===== src/rtl/uart_tx_if.sv =====
// Byte-transfer strobes and status between the load/store memory unit and the UART transmitter.
// The memory unit drives the master side; the transmitter takes the slave side.
interface uart_tx_if;
   logic [7:0] data_to_uart;
   logic       load_uart;
   logic       transfer_byte;
   logic       tx;
   logic       uart_busy;
   logic       uart_done;

   modport master (
      output data_to_uart, load_uart, transfer_byte,
      input  tx, uart_busy, uart_done
   );

   modport slave (
      input  data_to_uart, load_uart, transfer_byte,
      output tx, uart_busy, uart_done
   );
endinterface


===== src/rtl/uart_tx_unit.sv =====
// Byte-wide UART transmitter (8N1). Defining UART_TX_PARITY_EN inserts an even parity
// bit after data bit 7, giving an 8E1 frame.
module uart_tx_unit #(
   parameter int CLKS_PER_BIT = 434,
   parameter int CNT_W        = $clog2(CLKS_PER_BIT)
) (
   input  logic     clk,
   input  logic     rst_n,
   uart_tx_if.slave bus
);

`ifdef UART_TX_PARITY_EN
   typedef enum logic [2:0] {S_IDLE, S_START, S_DATA, S_PARITY, S_STOP} state_t;
`else
   typedef enum logic [2:0] {S_IDLE, S_START, S_DATA, S_STOP} state_t;
`endif

   localparam logic [CNT_W-1:0] LAST_CNT = CNT_W'(CLKS_PER_BIT - 1);

   state_t           state_q, state_d;
   logic [CNT_W-1:0] cnt_q, cnt_d;
   logic [2:0]       idx_q, idx_d;
   logic [7:0]       sh_q, sh_d;
   logic [7:0]       hold_q, hold_d;
   logic             tx_q, tx_d;
   logic             busy_q, busy_d;
   logic             done_q, done_d;
   logic             bit_end;
`ifdef UART_TX_PARITY_EN
   logic             par_q, par_d;
`endif

   assign bit_end = (cnt_q == LAST_CNT);

   always_comb begin
      state_d = state_q;
      cnt_d   = cnt_q;
      idx_d   = idx_q;
      sh_d    = sh_q;
      hold_d  = bus.load_uart ? bus.data_to_uart : hold_q;
      done_d  = 1'b0;
`ifdef UART_TX_PARITY_EN
      par_d   = par_q;
`endif

      case (state_q)
         S_IDLE: begin
            if (bus.transfer_byte) begin
               // A load in the same cycle bypasses the holding register.
               sh_d    = bus.load_uart ? bus.data_to_uart : hold_q;
               cnt_d   = '0;
               idx_d   = '0;
               state_d = S_START;
`ifdef UART_TX_PARITY_EN
               par_d   = ^sh_d;
`endif
            end
         end
         S_START: begin
            cnt_d = bit_end ? '0 : cnt_q + CNT_W'(1);
            if (bit_end) state_d = S_DATA;
         end
         S_DATA: begin
            cnt_d = bit_end ? '0 : cnt_q + CNT_W'(1);
            if (bit_end) begin
               sh_d = {1'b0, sh_q[7:1]};
               if (idx_q == 3'd7) begin
`ifdef UART_TX_PARITY_EN
                  state_d = S_PARITY;
`else
                  state_d = S_STOP;
`endif
               end else begin
                  idx_d = idx_q + 3'd1;
               end
            end
         end
`ifdef UART_TX_PARITY_EN
         S_PARITY: begin
            cnt_d = bit_end ? '0 : cnt_q + CNT_W'(1);
            if (bit_end) state_d = S_STOP;
         end
`endif
         S_STOP: begin
            cnt_d = bit_end ? '0 : cnt_q + CNT_W'(1);
            if (bit_end) begin
               state_d = S_IDLE;
               done_d  = 1'b1;
            end
         end
         default: state_d = S_IDLE;
      endcase

      // Outputs are decoded from the next state so they are registered yet aligned with it.
      busy_d = (state_d != S_IDLE);
      case (state_d)
         S_START:  tx_d = 1'b0;
         S_DATA:   tx_d = sh_d[0];
`ifdef UART_TX_PARITY_EN
         S_PARITY: tx_d = par_d;
`endif
         default:  tx_d = 1'b1;
      endcase
   end

   always_ff @(posedge clk or negedge rst_n) begin
      if (!rst_n) begin
         state_q <= S_IDLE;
         cnt_q   <= '0;
         idx_q   <= '0;
         sh_q    <= '0;
         hold_q  <= '0;
         tx_q    <= 1'b1;
         busy_q  <= 1'b0;
         done_q  <= 1'b0;
`ifdef UART_TX_PARITY_EN
         par_q   <= 1'b0;
`endif
      end else begin
         state_q <= state_d;
         cnt_q   <= cnt_d;
         idx_q   <= idx_d;
         sh_q    <= sh_d;
         hold_q  <= hold_d;
         tx_q    <= tx_d;
         busy_q  <= busy_d;
         done_q  <= done_d;
`ifdef UART_TX_PARITY_EN
         par_q   <= par_d;
`endif
      end
   end

   assign bus.tx        = tx_q;
   assign bus.uart_busy = busy_q;
   assign bus.uart_done = done_q;

endmodule


===== src/flat_wrapper.sv =====
// flat-port wrapper written by rule: the top's interface ports become plain ports
module uart_tx_unit_flat 
#(
   parameter int CLKS_PER_BIT = 434,
   parameter int CNT_W        = $clog2(CLKS_PER_BIT)
)
  (clk, rst_n, bus_data_to_uart, bus_load_uart, bus_transfer_byte, bus_tx, bus_uart_busy, bus_uart_done);
  uart_tx_if bus_i ();
  input  logic clk;
  input  logic rst_n;
  input wire logic [$bits(bus_i.data_to_uart)-1:0] bus_data_to_uart;
  input wire logic [$bits(bus_i.load_uart)-1:0] bus_load_uart;
  input wire logic [$bits(bus_i.transfer_byte)-1:0] bus_transfer_byte;
  output wire logic [$bits(bus_i.tx)-1:0] bus_tx;
  output wire logic [$bits(bus_i.uart_busy)-1:0] bus_uart_busy;
  output wire logic [$bits(bus_i.uart_done)-1:0] bus_uart_done;
  assign bus_i.data_to_uart = bus_data_to_uart;
  assign bus_i.load_uart = bus_load_uart;
  assign bus_i.transfer_byte = bus_transfer_byte;
  assign bus_tx = bus_i.tx;
  assign bus_uart_busy = bus_i.uart_busy;
  assign bus_uart_done = bus_i.uart_done;
  uart_tx_unit #(.CLKS_PER_BIT(CLKS_PER_BIT), .CNT_W(CNT_W)) u_core (.clk(clk), .rst_n(rst_n), .bus(bus_i));
endmodule

===== config.mk =====
export PLATFORM = sky130hd
export DESIGN_NAME = uart_tx_unit_flat
export DESIGN_NICKNAME = d
export VERILOG_FILES = /design/src/rtl/uart_tx_if.sv /design/src/rtl/uart_tx_unit.sv /design/src/flat_wrapper.sv
export SDC_FILE = /design/constraint.sdc
export NUM_CORES = 1
export LEC_CHECK = 0
export ABC_AREA = 1
export CORE_MARGIN = 2
export CORE_UTILIZATION = 55
export CTS_BUF_LIST = sky130_fd_sc_hd__clkbuf_2 sky130_fd_sc_hd__clkbuf_4 sky130_fd_sc_hd__clkbuf_8
export CTS_CLUSTER_DIAMETER = 200
export DETAILED_ROUTE_END_ITERATION = 8
export MAX_ROUTING_LAYER = met4
export PLACE_DENSITY = 0.77
export SYNTH_ARGS = -nofsm -noshare
export SYNTH_HDL_FRONTEND = slang
export SYNTH_SLANG_ARGS = --single-unit

===== constraint.sdc =====
create_clock -name clk -period 2.19 [get_ports clk]
set_input_delay 0.438 -clock clk [delete_from_list [all_inputs] [get_ports clk]]
set_output_delay 0.438 -clock clk [all_outputs]
set_load 0.05 [all_outputs]

Word-level counts from Yosys, hierarchy flattened
Cells that the tools add are included.
Storage, ports and cells
  flip-flop bits (word level): 34
  latch bits: 0
  bits in writable memories: 0
  bits in read-only memories: 0
  output and inout bits: 3
  memories: 0
Cells by class
  $add $sub $neg: 2
  multiply operators: 0
  divide/modulo/power cells: 0
  $lt $le $gt $ge: 0
  eq/ne operators: 10
  shift operators: 0
  mux-type cells: 20
  bitwise logic cells: 0
  reductions and logical operators: 8
Operator list (count)
  $mux 3: 8
  $mux 8: 3
  $mux 9: 2
  $pmux 9 s2: 1
  $pmux 8 s2: 1
  $pmux 3 s4: 1
  $add 9x1->9 const B: 1
  $eq 3x2->1 const B: 3
  $eq 9x9->1 const B: 1
  $eq 3x1->1 const B: 2
  $pmux 3 s2: 1
  $ne 2x2->1 const B: 2
  $reduce_and 4->1: 1
  $reduce_bool 2->1: 2
  $add 3x1->3 const B: 1
  $eq 3x3->1 const B: 1
  $logic_not 3->1: 1
  $reduce_and 3->1: 1
  $reduce_bool 3->1: 1
  $reduce_or 3->1: 1
  $mux 1: 2
  $ne 2x1->1 const B: 1
  $pmux 1 s2: 1
  $reduce_and 2->1: 1

Longest topological paths before layout
  depth after elaboration: 6
  mapped depth: 11
  mapped depth without buffers: 11

Worst setup path before layout
OpenSTA, ideal clock, no wires.
  kind: reg-to-reg
  start point: reg u_core.cnt_q[1]
  end point: reg u_core.idx_q[2]
  library setup time: 0.117 ns
  arrival time: 1.299 ns
  data required time: 2.073 ns
  path slack: 0.774 ns
  stages on the path, launching flop included: 10
  path buffers: 0
  path through: dfrtp_1 > inv_1 > ha_1 > nand2_1 > nor2_1 > nand3_2 > nand2_4 > nand2_4 > nand2_1 > o21ai_2
On the way
  longest elaborated chain between the ends: 3
RTL lines
  start: declaration: line uart_tx_unit.sv:21  | logic [CNT_W-1:0] cnt_q, cnt_d;
  start signal: assignment: line uart_tx_unit.sv:121  | cnt_q <= cnt_d;
  $eq 9x9->1: line uart_tx_unit.sv:33  | assign bit_end = (cnt_q == LAST_CNT);
  $ne 2x1->1 (no line)
  $reduce_and 4->1 (no line)
  end signal: assignment: line uart_tx_unit.sv:122  | idx_q <= idx_d;
  end: declaration: line uart_tx_unit.sv:22  | logic [2:0] idx_q, idx_d;
No other way between the ends.
A chain may end at the register's enable or synchronous reset.

Worst setup path after layout
  start point: reg u_core.tx_q, in the netlist u_core.bus.tx
  end point: out bus_tx
RTL lines
  start: declaration: line uart_tx_unit.sv:25  | logic tx_q, tx_d;
  start signal: assignment: line uart_tx_unit.sv:125  | tx_q <= tx_d;
  end: declaration: line flat_wrapper.sv:14  | output wire logic [$bits(bus_i.tx)-1:0] bus_tx;
No word-level cell between the ends.

==> results.yml <==
outcome:
  status: "finished clean"
critical_path:
  r2r_start: "u_core.cnt_q[1]$_DFFE_PN0P_"
  worstSetupPathType: "register to primary output"
  critPathRequiredTime_ns: 1.75
  critPathLaunch: "u_core.bus.tx$_DFF_PN1_"
  cpLargestDelayFamily: "buffers and inverters"
  crit_arrival_ns: 1.65
  crit_fanout: 1
  r2r_slack_ns: 0.52
  crit_chain: "clkdlybuf4s50_1"
  startpoint_type: "register"
  worstSetupEndpointType: "primary output"
  worst_path_max_delay_cell: "clkdlybuf4s50_1"
  timing.critical_path.buf_inv: 1
  cp_slowest_stage_delay_ns: 0.79
floorplanning:
  start_util: 0.5857
  die_area_sq_um: 3413
  die_w_um: 58.43
  ios: 15
  fp.dieH_um: 58.43
  coreArea_sq_um: 2781
  rows: 19
timing:
  maxSlewViolCount: 0
  hold_violations: 0
  worstMarginPinSlew_ns: 0.5151
  maxSlewHeadroom: 0.6555
  finalCritPeriodShare: 0.9524
  max_freq_mhz: 479.4
  rsz0062_at_grt: "no"
  fin_ws_ns: 0.1041
  fin_crit_ns: 2.086
  skew_ns: 0.006889
  tns_ns: 0
  final-setup-viol-count: 0
place:
  dpl_worst_slack_ns: 0.4350
  gp_congestion: 0.7769
  placed_cell_area_sq_um: 1810
  numPortBuffers: 14
  dpl.hpwl_um: 2230
  placedCellCount: 235
detailed_routing:
  highest_layer: "met4"
  dr_total_vias: 1280
  wl_per_cell_um: 12.40
  drc: 0
  firstDrtPassIters: 4
  wl_met1_um: 1371
  vias_per_cell: 5.267
  ant_nets: 0
  wl_met2_um: 1427
  wl_met3_um: 174
  drt-total-wl_um: 3013
  drtIter0Drc: 59
hold_path:
  hold_class: "register to register"
  hp-start: "u_core.hold_q[3]$_DFF_PN0_"
clocking:
  cts_tree: "built"
  clk_path_buf_depth: 2
  clock_latency_ns: 0.33
  post_cts_buffers: 0
  htreeDepth: 2
  clk_pin_slew_ns: 0.09
  postCtsResizedCells: 0
  root_buffer: "clkbuf_4"
  cts_buffers: 5
  cts_hold_buf: 0
  cts.sinks: 34
global_route:
  track_usage: 0.2169
  grt_overflow: 0
  antenna_found_initial: 0
  grt_pass1_wl_um: 5326
  grt_max_degree: 35
  grt_pass1_vias: 1216
final_layout:
  multi_input_area_sq_um: 678.2
  syn_to_final_growth_pct: 15.05
  fillers: 229
  n_antenna_cell: 0
  layout.nets: 227
  fin_area_sq_um: 1874
  regArea_sq_um: 852.1
  drive_gt1_frac: 0.1179
  layoutNonFillerInstCount: 243
synth:
  synth_area_sq_um: 1629
  syn_avg_cell_area_sq_um: 8.574
  synth-seq-area-share: 0.5230
  postSynthCellCount: 190
  ys_ff_latch: 34
  ys_types: 30
  ys_warn_count: 0
  syn-num-nets: 206
pwr:
  p_leak_uw: 0.0009105
  ir_worst_vdd_mv: 0.6913
  power_density_nw_per_um2: 689.4
  finalPower_uw: 1292
flow_run:
  drv_cap: 0
## logic make-up after synthesis
kind of cell               count (synthesis)  share of synthesized area
buffers and inverters                     26                    0.06067
xor gates and xnor gates                   1                   0.005377
and+or+nand+nor                           98                     0.2773
AOI/OAI and AO/OA                         26                     0.1006
adders and majority gates                  4                    0.03072
other                                      1                   0.002302
DFF                                       34                     0.5230
## flip-flops by register name, summed over array words and instances, names as in the netlist
| signal | flops |
|---|---|
| u_core.cnt_q | 9 |
| u_core.hold_q | 8 |
| u_core.sh_q | 8 |
| u_core.idx_q | 3 |
| u_core.state_q | 3 |
| u_core.bus.tx | 1 |
| u_core.bus.uart_busy | 1 |
| u_core.bus.uart_done | 1 |
## placed cells by master, fill, tap and decap left out, types with 2 or more instances in the layout
master and instances:
nand3_1 10, o22ai_1 2, o21ai_0 7, inv_2 3, clkdlybuf4s50_1 14, nor2_2 2, a21oi_1 5, nor3_1 4
dfrtp_1 33, clkbuf_4 6, nor2_1 10, nand2_4 2, nand4_1 2, inv_1 22, o221ai_1 5, ha_1 4
nand2_1 61, nand2_2 3, o21ai_1 2
## per-stage QoR
stage / hold WS [ns] / utilization
after CTS: 0.4865 / 0.6739
after detailed placement: 0.4616 / 0.6509
after floorplan: 0.1424 / -
after global placement: 0.4603 / 0.6509
final: 0.4824 / 0.6739
after global routing: 0.5012 / 0.6739
## final cells by class
type | instances | share of cell area
sequential | 34 | 0.4546
multi-input combinational | 130 | 0.3618
timing repair buffer | 15 | 0.07877
inverter | 25 | 0.05007
clock buffer | 7 | 0.03138
tap | 31 | 0.02069
clock inverter | 1 | 0.002670
## synthesized netlist by cell type
cell      instances  area [sq um]
nand2_4           2         22.52
o21ai_0           7         35.03
o21a_1            1         7.510
nand3_2           1         10.01
xor2_1            1         8.760
o221ai_1          5         43.79
o21ai_1           2         10.01
o21ai_2           1         8.760
nor2_4            1         11.26
inv_1            22         82.58
nand2_2           3         18.77
nor2_1           10         37.54
conb_1            1         3.750
nand3_1          10         50.05
ha_1              4         50.05
o22ai_1           2         12.51
nand4_1           2         12.51
nor2_2            2         12.51
nor3_1            4         20.02
o211ai_1          1         7.510
buf_2             1         5.000
a22oi_1           1         7.510
dfrtp_1          33         825.8
nand2_1          61         229.0
a31oi_1           1         6.260
nand4_4           1         21.27
a21oi_1           5         25.02
inv_2             3         11.26
or2_2             1         6.260
dfstp_2           1         26.28
## where the power goes
| part | internal, uW | switching, uW |
|---|---|---|
| clock | 168 | 197 |
| combinational | 79.0 | 122 |
| sequential | 692 | 34.4 |
| total | 939 | 353 |
## worst paths after layout
check                           depth (start not counted)                          end
worst min-delay path                                    2   u_core.hold_q[3]$_DFF_PN0_
worst max register to register                          9  u_core.cnt_q[5]$_DFFE_PN0P_
max in group asynchronous                               2      u_core.bus.tx$_DFF_PN1_
worst max-delay path                                    1                       bus_tx
min in group asynchronous                               2  u_core.cnt_q[0]$_DFFE_PN0P_
worst min register to register                          2   u_core.hold_q[3]$_DFF_PN0_
## layer usage
layer	vias to the layer above	track usage
met1	585	0.2713
met5	-	-
met2	31	0.3226
li1	660	-
met4	0	0.1063
met3	4	0.06374
No activity file was read; power rests on OpenSTA's default activity.
